<file path="src/rtl/scl_timing_gen.sv">
// rtl/scl_timing_gen.sv - I2C SCL quarter-period timing generator; optional clock stretching under `SCL_STRETCH_EN
module scl_timing_gen #(
  parameter int DIV_W  = 8,
  parameter int BITS_W = 4
) (
  input  logic              clk,
  input  logic              rst,
  input  logic [DIV_W-1:0]  div,
  input  logic              cmd_valid,
  input  logic [1:0]        cmd,
  input  logic [BITS_W-1:0] nbits,
  input  logic              scl_in,
  output logic              cmd_ready,
  output logic              scl_o,
  output logic              sda_chg,
  output logic              sda_smp,
  output logic              start_cond,
  output logic              stop_cond,
  output logic              done,
  output logic              err,
  output logic              busy,
  output logic [BITS_W-1:0] bit_idx,
  output logic              stretch
);

  typedef enum logic [2:0] {
    S_IDLE, S_START, S_DATA, S_RSTART, S_STOP, S_HOLD
  } state_t;

  localparam logic [1:0] CMD_START = 2'b00;
  localparam logic [1:0] CMD_DATA  = 2'b01;
  localparam logic [1:0] CMD_STOP  = 2'b10;

  state_t            state_q, state_d;
  logic [1:0]        qtr_q, qtr_d;
  logic [DIV_W-1:0]  cnt_q, cnt_d;
  logic [DIV_W-1:0]  lim_q, lim_d;
  logic [BITS_W-1:0] bit_q, bit_d;
  logic [BITS_W-1:0] nbits_q, nbits_d;
  logic [DIV_W-1:0]  lim_new;
  logic              enter;
  logic              stall;
  logic              busy_d, scl_d, stretch_d, at_end, fin_pos;
  logic              err_d, done_d, chg_d, smp_d, start_d, stop_d;
  logic              scl_o_q, sda_chg_q, sda_smp_q, start_q, stop_q, done_q, err_q;

  // Index of the final quarter of one pass through a command (one bit for DATA)
  function automatic logic [1:0] last_qtr_of(state_t s);
    return (s == S_START || s == S_STOP) ? 2'd2 : 2'd3;
  endfunction

`ifdef SCL_STRETCH_EN
  logic stretch_q;
  assign stall   = stretch_q;
  assign stretch = stretch_q;
`else
  logic unused_scl_in;
  assign unused_scl_in = scl_in;
  assign stall         = 1'b0;
  assign stretch       = 1'b0;
`endif

  // Command acceptance, quarter/bit sequencing and next-cycle output decode
  always_comb begin
    lim_new = (div == '0) ? DIV_W'(1) : div;
    state_d = state_q;
    qtr_d   = qtr_q;
    cnt_d   = cnt_q;
    lim_d   = lim_q;
    bit_d   = bit_q;
    nbits_d = nbits_q;
    enter   = 1'b0;
    err_d   = 1'b0;

    if (state_q == S_IDLE || state_q == S_HOLD) begin
      if (cmd_valid) begin
        case (cmd)
          CMD_START: state_d = (state_q == S_IDLE) ? S_START : S_RSTART;
          CMD_DATA: begin
            if (state_q == S_IDLE || nbits == '0) err_d = 1'b1;
            else begin
              state_d = S_DATA;
              nbits_d = nbits;
            end
          end
          CMD_STOP: begin
            if (state_q == S_IDLE) err_d = 1'b1;
            else state_d = S_STOP;
          end
          default: begin
            if (state_q == S_IDLE) err_d = 1'b1;
            else state_d = S_RSTART;
          end
        endcase
        if (!err_d) begin
          enter = 1'b1;
          qtr_d = 2'd0;
          cnt_d = '0;
          lim_d = lim_new;
          bit_d = '0;
        end
      end
    end else if (!stall) begin
      if (cnt_q != lim_q) begin
        cnt_d = cnt_q + DIV_W'(1);
      end else if (qtr_q != last_qtr_of(state_q)) begin
        qtr_d = qtr_q + 2'd1;
        cnt_d = '0;
        lim_d = lim_new;
        enter = 1'b1;
      end else if (state_q == S_DATA && bit_q != nbits_q - BITS_W'(1)) begin
        bit_d = bit_q + BITS_W'(1);
        qtr_d = 2'd0;
        cnt_d = '0;
        lim_d = lim_new;
        enter = 1'b1;
      end else begin
        state_d = (state_q == S_STOP) ? S_IDLE : S_HOLD;
        qtr_d   = 2'd0;
        cnt_d   = '0;
        bit_d   = '0;
      end
    end

    busy_d = !(state_d == S_IDLE || state_d == S_HOLD);
    case (state_d)
      S_START:  scl_d = (qtr_d < 2'd2);
      S_RSTART: scl_d = (qtr_d == 2'd1 || qtr_d == 2'd2);
      S_STOP:   scl_d = (qtr_d != 2'd0);
      S_DATA:   scl_d = qtr_d[1];
      S_HOLD:   scl_d = 1'b0;
      default:  scl_d = 1'b1;
    endcase

`ifdef SCL_STRETCH_EN
    stretch_d = busy_d && scl_d && !scl_in;
`else
    stretch_d = 1'b0;
`endif

    // A quarter's last cycle is only known once the next cycle is not a stretch cycle
    at_end  = busy_d && (cnt_d == lim_d) && !stretch_d;
    fin_pos = at_end && (qtr_d == last_qtr_of(state_d)) &&
              (state_d != S_DATA || bit_d == nbits_d - BITS_W'(1));
    done_d  = fin_pos;
    start_d = at_end && ((state_d == S_START  && qtr_d == 2'd1) ||
                         (state_d == S_RSTART && qtr_d == 2'd2));
    stop_d  = at_end && state_d == S_STOP && qtr_d == 2'd1;
    chg_d   = enter && qtr_d == 2'd0 &&
              (state_d == S_DATA || state_d == S_RSTART || state_d == S_STOP);
    smp_d   = enter && state_d == S_DATA && qtr_d == 2'd3;
  end

  // State, counters and registered outputs
  always_ff @(posedge clk) begin
    if (rst) begin
      state_q   <= S_IDLE;
      qtr_q     <= 2'd0;
      cnt_q     <= '0;
      lim_q     <= '0;
      bit_q     <= '0;
      nbits_q   <= '0;
      scl_o_q   <= 1'b1;
      sda_chg_q <= 1'b0;
      sda_smp_q <= 1'b0;
      start_q   <= 1'b0;
      stop_q    <= 1'b0;
      done_q    <= 1'b0;
      err_q     <= 1'b0;
`ifdef SCL_STRETCH_EN
      stretch_q <= 1'b0;
`endif
    end else begin
      state_q   <= state_d;
      qtr_q     <= qtr_d;
      cnt_q     <= cnt_d;
      lim_q     <= lim_d;
      bit_q     <= bit_d;
      nbits_q   <= nbits_d;
      scl_o_q   <= scl_d;
      sda_chg_q <= chg_d;
      sda_smp_q <= smp_d;
      start_q   <= start_d;
      stop_q    <= stop_d;
      done_q    <= done_d;
      err_q     <= err_d;
`ifdef SCL_STRETCH_EN
      stretch_q <= stretch_d;
`endif
    end
  end

  assign cmd_ready  = (state_q == S_IDLE) || (state_q == S_HOLD);
  assign busy       = !cmd_ready;
  assign scl_o      = scl_o_q;
  assign sda_chg    = sda_chg_q;
  assign sda_smp    = sda_smp_q;
  assign start_cond = start_q;
  assign stop_cond  = stop_q;
  assign done       = done_q;
  assign err        = err_q;
  assign bit_idx    = bit_q;

endmodule

</file>
<file path="config.mk">
export PLATFORM = sky130hd
export DESIGN_NAME = scl_timing_gen
export DESIGN_NICKNAME = d
export VERILOG_FILES = /design/src/rtl/scl_timing_gen.sv
export SDC_FILE = /design/constraint.sdc
export NUM_CORES = 1
export LEC_CHECK = 0
export BUFFER_PORTS_ARGS = -buffer_cell sky130_fd_sc_hd__buf_2
export CAP_MARGIN = 15
export CORE_ASPECT_RATIO = 1.75
export CORE_MARGIN = 8
export CORE_UTILIZATION = 40
export CTS_CLUSTER_SIZE = 20
export DETAILED_ROUTE_END_ITERATION = 7
export PLACE_DENSITY = 0.58
export SYNTH_ARGS = -nofsm -noshare
export SYNTH_HDL_FRONTEND = slang
export SYNTH_SLANG_ARGS = --single-unit
</file>
<file path="constraint.sdc">
create_clock -name clk -period 5.95 [get_ports clk]
set_input_delay 0.8925 -clock clk [delete_from_list [all_inputs] [get_ports clk]]
set_output_delay 0.8925 -clock clk [all_outputs]
set_load 0.02 [all_outputs]
</file>
==> summary.md, run 1 <==
| Metric | Value |
|---|---|
| Status | `completed` |
| Initial antenna violation count | `0` |
| Seq/Total Area, Yosys | `31.5%` |
| Switching share of power | `30.3%` |
| Tot GR Track Use | `14.2%` |
| Synth unique cells | `56` |
| Buf/Inv on CP | `1` |
| Cell breakdown of the critical path | `xnor2_1, nor2b_1, clkinv_1, o21ai_2, a21oi_1, a21oi_1, ha_1, mux2i_1, a21oi_1, or3_1` |
| Nets@finish | `327` |
| Critical Path RT | `6120 ps` |
| Min Tclk post-route | `3750 ps` |
| CP peak stage delay | `roughly 650 ps` |
| Ys flop type | `dfxtp_1` |
| H-tree levels | `2` |
| Util after Layout | `46.5%` |
| Worst slew pin tran | `~730 ps` |
| Comb power frac | `21.8%` |
| Post-Layout Cell Count | `377` |
| Post-Synthesis Cell Area | `2280 µm²` |
| Port Buffers | `29` |
| Core region area | `5540 µm²` |
| Max cap viols | `0` |
| Synth top area share | `31.5%` |
| Die H | `116 µm` |
| Mapped Avg Cell Area | `~8.3 µm²` |
| Post-cts sizing count | `0` |
| Fin crit share | `roughly 63%` |
| Max-Slew Margin vs Limit | `51.2%` |
| Worst hold path type | `register to register` |
| Initial Util | `41.2%` |
| Setup TNS | `0 ps` |
| Die ar. | `8480 µm²` |
| Crit Path Class | `register to register` |
| Global-route wire length before repair | `9450 µm` |
| Cell repeated most along the worst path | `a21oi_1` |
| RSZ-0062 raised after global routing | `no` |
| Remaining routing DRC violations | `0` |
| Hold path startpoint | `lim_q[3]` |
| Placed cell count | `370` |
| Most common cell in the synthesized netlist | `nor2_1` |
| Crit start category | `register` |
| Leak Pwr | `0.00105 µW` |
| Sw Pwr | `172 µW` |
| Seq cells post-synth | `36` |
| Largest net degree at the start of global routing | `34` |
| R2R Setup Slk | `2200 ps` |
| Clock sinks | `36` |
| Clk_skew | `10.5 ps` |
| Vias in the first global route | `~2000` |
| Final ANT Viol Nets | `0` |
| Layout cell share with drive strength beyond 1 | `15.3%` |
| Share of total power in the clock network | `33.2%` |
| Synth area leaders | `dfxtp_1, nor2_1, mux2i_1, xnor2_1, xor2_1` |
| Worst IR Drop VDD | `between 0.0001 and 0.00015 V` |
| Most Used Layer, Global Route | `met2` |
| Die W | `73.1 µm` |
| Pwr dens | `221 nW/µm²` |
| Routed vias | `1995` |
| Final hold viol count | `0` |
| Critical path data arrival time | `3920 ps` |
| R2R Path Start | `state_q[0]` |
| Grt ovf | `0` |
| Place WS | `2200 ps` |
| Longest Clk Path Bufs | `2` |
| Initial DRC Count | `56` |
| Synth cell count leaders | `nor2_1, dfxtp_1, nand2_1, xnor2_1, mux2i_1` |
| Ant diodes | `0` |
| # setup viols final | `0` |
| Io pins | `32` |
| Initial DRT Pass Iterations | `4` |
| Multi-input combinational cell area | `1480 µm²` |
| Sequential power share | `45.1%` |
| Skew-Pair Late Insertion Delay | `290 ps` |
| Post-Route WL | `5550 µm` |
| Hold path cells | `2` |
| Met1 global-route usage | `13.5%` |
| Num rows | `36` |
| Synth warn | `0` |
| CTS tree | `built` |
| Vias/cell | `5.29` |
| Final max-slew violation count | `0` |
| Internal power | `396 µW` |
| Post-synth EDFFs | `0` |
| Postcts setup bufs | `0` |
| Mapped Nets | `300` |
| Cell taking the most area after synthesis | `dfxtp_1` |
| Synthesized netlist cell count | `between 200 and 300` |
| Root Buffer | `clkbuf_8` |
| Final worst slack | `2200 ps` |
| Slowest-stage cell, CP | `nor2b_1` |
| Storage cell area | `721 µm²` |
| Crit. End Element | `register` |
| CTS Hold Bufs | `0` |
| Met3 Track Usage GR | `3.03%` |
| P&R area growth vs syn | `12.7%` |
| Reg-to-Reg End | `scl_o` |
| Clock-pin slew on the worst setup and hold paths | `70 ps` |
| Met2 usage | `27.2%` |
| Depth of the most critical reg-to-reg path | `10` |
| Filler cell count in the final layout | `613` |
| Max FO, Critical Path | `11` |
| Fmax | `between 0.2 and 0.3 GHz` |
| Clock buffer count from CTS | `5` |
| Routed length per placed instance | `14.7 µm` |
| Worst hold endpoint | `lim_q[3]` |
| DP HPWL | `4350 µm` |
| Ys async rst share | `0%` |
| Final GP Congestion | `slightly below 0.9` |
| Top delay family on crit path | `simple AND/OR/NAND/NOR gates` |
[registers in the layout, indices dropped and copies added (netlist names)]
register,count
sda_smp,1
state_q,3
start_cond,1
scl_o,1
sda_chg,1
done,1
nbits_q,4
cnt_q,8
lim_q,8
stop_cond,1
bit_idx,4
qtr_q,2
err,1
[routing by layer]
| layer | up-vias | share of wire (%) | wire (µm) |
|---|---|---|---|
| li1 | 1023 | - | - |
| met5 | - | 0 | 0 |
| met1 | 934 | 38 | 2090 |
| met4 | 0 | 2.4 | 131 |
| met3 | 9 | 3.7 | 206 |
| met2 | 29 | 56 | 3130 |
[worst max-delay path by stage]
stage / start / depth (start not counted) / endpoint
after CTS: state_q[0] / 10 / scl_o
after detailed placement: nbits[0] / 10 / stop_cond
after global placement: nbits[0] / 10 / stop_cond
after floorplan: nbits[0] / 11 / scl_o
final: state_q[0] / 10 / scl_o
after global routing: state_q[0] / 10 / scl_o
[kinds of logic (layout without fill, tap and decap cells)]
logic type      Yosys count  count (layout)  share of synthesized area, %
compound gates           50              50                          15.6
buf+inv                  18              45                          3.89
fa+ha+maj                 8               8                          4.38
simple gates            114             114                          24.9
other cells               1               1                         0.164
mux                      15              15                          6.57
flops                    36              36                          31.5
xor+xnor                 32              32                          12.9
[power by group through the flow]
| stage | Combinational [µW] | Clock, µW | Sequential, µW |
|---|---|---|---|
| global route | 139 | 204 | 257 |
| global placement | 123 | 0 | 261 |
| floorplan | 94.7 | 0 | 260 |
| finish | 124 | 188 | 256 |
| detailed placement | 124 | 0 | 261 |
| CTS | 124 | 194 | 256 |
[worst register-to-register path, delay by kind of cell, from the launching register on]
family                     cells  cell delay, ps
and+or+nand+nor                2            1000
adders and majority gates      1             310
xor gates and xnor gates       1             380
DFF                            1             400
AOI/OAI and AO/OA              4             930
muxes                          1             130
buffers and inverters          1             490
[layout by cell type, fill, tap and decap left out, drive strengths merged, types with 8 or more instances in the layout]
cell type and n:
nand2 17, a21oi 14, nor2 48, nand3 11
xor2 14, buf 31, ha 8, mux2i 15
dfxtp 36, o21ai 9, xnor2 17
[layout make-up]
type                       count  area share, %
inverter                       7           1.02
timing repair buffer          31           6.22
sequential                    36           28.0
multi-input combinational    220           57.3
tap                           76           3.69
clock buffer                   7           3.74
[stage by stage]
stage          total power, µW  hold WS, ps  cell area [µm²]
3_3_place_gp               384          546             2480
4_1_cts                    574          575             2570
2_1_floorplan              354          518             2280
6_report                   568          562             2570
5_1_grt                    600          606             2570
3_5_place_dp               385          557             2480
Note: power is estimated with default switching activity, not from simulation.
==> run 2: changes to the inputs <==
clock period = 3.6 ns   (was 5.95 ns; I/O delays follow)
==> summary.md, run 2 (same netlist as run 1, synthesis figures left out) <==
| Metric | Value |
|---|---|
| Status | `completed` |
| Largest regs | `cnt_q x8, lim_q x8` |
| Longest Clk Path Bufs | `2 (unchanged)` |
| RSZ-0062 raised after global routing | `no` |
| Final hold viol count | `0 (unchanged)` |
| Postcts setup bufs | `0 (unchanged)` |
| Cell breakdown of the critical path | `inv_1, ha_1, xnor2_1, nor3_1, a21o_1, a31oi_1, o21ai_0, buf_4, mux2i_1, xor2_1, nand4_1, nor4_1` |
| Die W | `73.1 µm (unchanged)` |
| CTS tree | `built` |
| P&R area growth vs syn | `16.3%` |
| Clock buffer count from CTS | `5 (unchanged)` |
| Initial DRC Count | `89 (+59%)` |
| Final max-slew violation count | `0 (unchanged)` |
| Clock-pin slew on the worst setup and hold paths | `70 ps (about the same)` |
| Ant diodes | `0 (unchanged)` |
| Clock sinks | `36 (unchanged)` |
| Worst slew pin tran | `676 ps (-55.3 ps)` |
| Crit. End Element | `register` |
| Max cap viols | `0 (unchanged)` |
| Leak Pwr | `0.00110 µW (+5.0%)` |
| Remaining routing DRC violations | `0 (unchanged)` |
| Slowest-stage cell, CP | `dfxtp_1` |
| Vias/cell | `5.27 (-0.38%)` |
| Util after Layout | `48.0% (+1.5 points)` |
| Port Buffers | `29 (unchanged)` |
| Critical path data arrival time | `3420 ps (-500 ps)` |
| Multi-input combinational cell area | `1480 µm² (unchanged)` |
| WL met3 | `186 µm (-9.7%)` |
| # setup viols final | `0 (unchanged)` |
| Worst hold path type | `input pin to register` |
| Grt ovf | `0 (unchanged)` |
| Most frequent cells in the layout | `nor2_1, dfxtp_1, buf_2` |
| Fin crit share | `89.6% (+27 points)` |
| Storage cell area | `721 µm² (unchanged)` |
| Fmax | `0.310 GHz (+16%)` |
| Crit start category | `register` |
| DR top layer | `met4` |
| Io pins | `32 (unchanged)` |
| Total power | `943 µW (+66%)` |
| Post-placement cell area | `2570 µm² (+3.6%)` |
| Root Buffer | `clkbuf_8` |
| Max FO, Critical Path | `7 (-4)` |
| Layout cell share with drive strength beyond 1 | `18.2% (+2.9 points)` |
| Clk_skew | `8.19 ps (-2.32 ps)` |
| Global-route wire length before repair | `9850 µm (+4.2%)` |
| Critical Path RT | `3800 ps (-2320 ps)` |
| Routed length per placed instance | `14.8 µm (+0.39%)` |
| Core region area | `5540 µm² (unchanged)` |
| Most common cell after layout, fill and taps aside | `nor2_1` |
| Initial Util | `41.2% (unchanged)` |
| DP HPWL | `4560 µm (+4.9%)` |
| Post-route design area | `2660 µm² (+3.3%)` |
| Vias in the first global route | `2128 (+5.7%)` |
| Filler cell count in the final layout | `578 (-5.7%)` |
| Final GP Congestion | `0.883 (+0.96%)` |
| CP peak stage delay | `400 ps (-250 ps)` |
| Nets@finish | `339 (+3.7%)` |
| Num rows | `36 (unchanged)` |
| Tot GR Track Use | `14.8% (+0.65 points)` |
| Max-Slew Margin vs Limit | `54.6% (+3.4 points)` |
| DRT met1 WL | `2120 µm (+1.6%)` |
| Crit Path Class | `register to register` |
| Pwr dens | `355 nW/µm² (+61%)` |
| Die ar. | `8480 µm² (unchanged)` |
| Largest net degree at the start of global routing | `34 (unchanged)` |
| Post-Route WL | `5770 µm (+3.9%)` |
| Skew-Pair Late Insertion Delay | `290 ps (about the same)` |
| WL met2 | `3300 µm (+5.7%)` |
| Die H | `116 µm (unchanged)` |
| Initial DRT Pass Iterations | `4 (unchanged)` |
| Routed vias | `2056 (+3.1%)` |
| Final ANT Viol Nets | `0 (unchanged)` |
| H-tree levels | `2 (unchanged)` |
| Post-cts sizing count | `0 (unchanged)` |
| CTS Hold Bufs | `0 (unchanged)` |
| Initial antenna violation count | `0 (unchanged)` |
| Worst IR Drop VDD | `0.000225 V (+78%)` |
| Min Tclk post-route | `3230 ps (-526 ps)` |
| Setup TNS | `0 ps (unchanged)` |
[run 2: cell count changes in the layout (fill, tap and decap cells not counted)]
cell	before	now
clkbuf_1	0	2
buf_4	2	14
clkbuf_8	7	6
[run 2: layer usage]
| metal | GRT usage, % | vias to the layer above |
|---|---|---|
| li1 | - | 1048 |
| met1 | 13.4 | 964 |
| met2 | 29.7 | 34 |
| met3 | 2.86 | 10 |
| met4 | 6.85 | 0 |
| met5 | 0 | - |
[run 2: final timing paths]
path              start    endpoint  slack (ps)  cells after the start
max reg2reg  nbits_q[0]  start_cond         370                     12
min reg2reg    lim_q[4]    lim_q[4]         560                      2
min              div[4]    lim_q[4]         550                      3
max          nbits_q[0]  start_cond         370                     12
[run 2: area by class of cell]
cell class,instances,area share (%)
inverter,7,0.989
timing repair buffer,43,9.42
multi-input combinational,220,55.5
clock buffer,8,3.39
tap,76,3.58
sequential,36,27.1
[run 2: power by group]
group	internal (µW)	leakage, µW	switching [µW]
logic	87.1	0.000764	135
registers	411	0.000292	11.6
clock network	156	0.0000455	141
total	654	0.00110	288
[run 2: per-stage QoR]
stage          hold WS, ps  setup WS (ps)  std cells
2_1_floorplan          518            577        274
3_3_place_gp           547            350        382
3_5_place_dp           562            333        382
4_1_cts                549            292        390
5_1_grt                560           86.2        390
6_report               552            375        390
[run 2: critical path: cells and delay by family (launching register included)]
family | cells | cell delay (ps)
simple gates | 3 | 880
buf+inv | 2 | 310
flops | 1 | 400
fa+ha+maj | 1 | 300
xor+xnor | 2 | 360
mux | 1 | 270
compound gates | 3 | 610
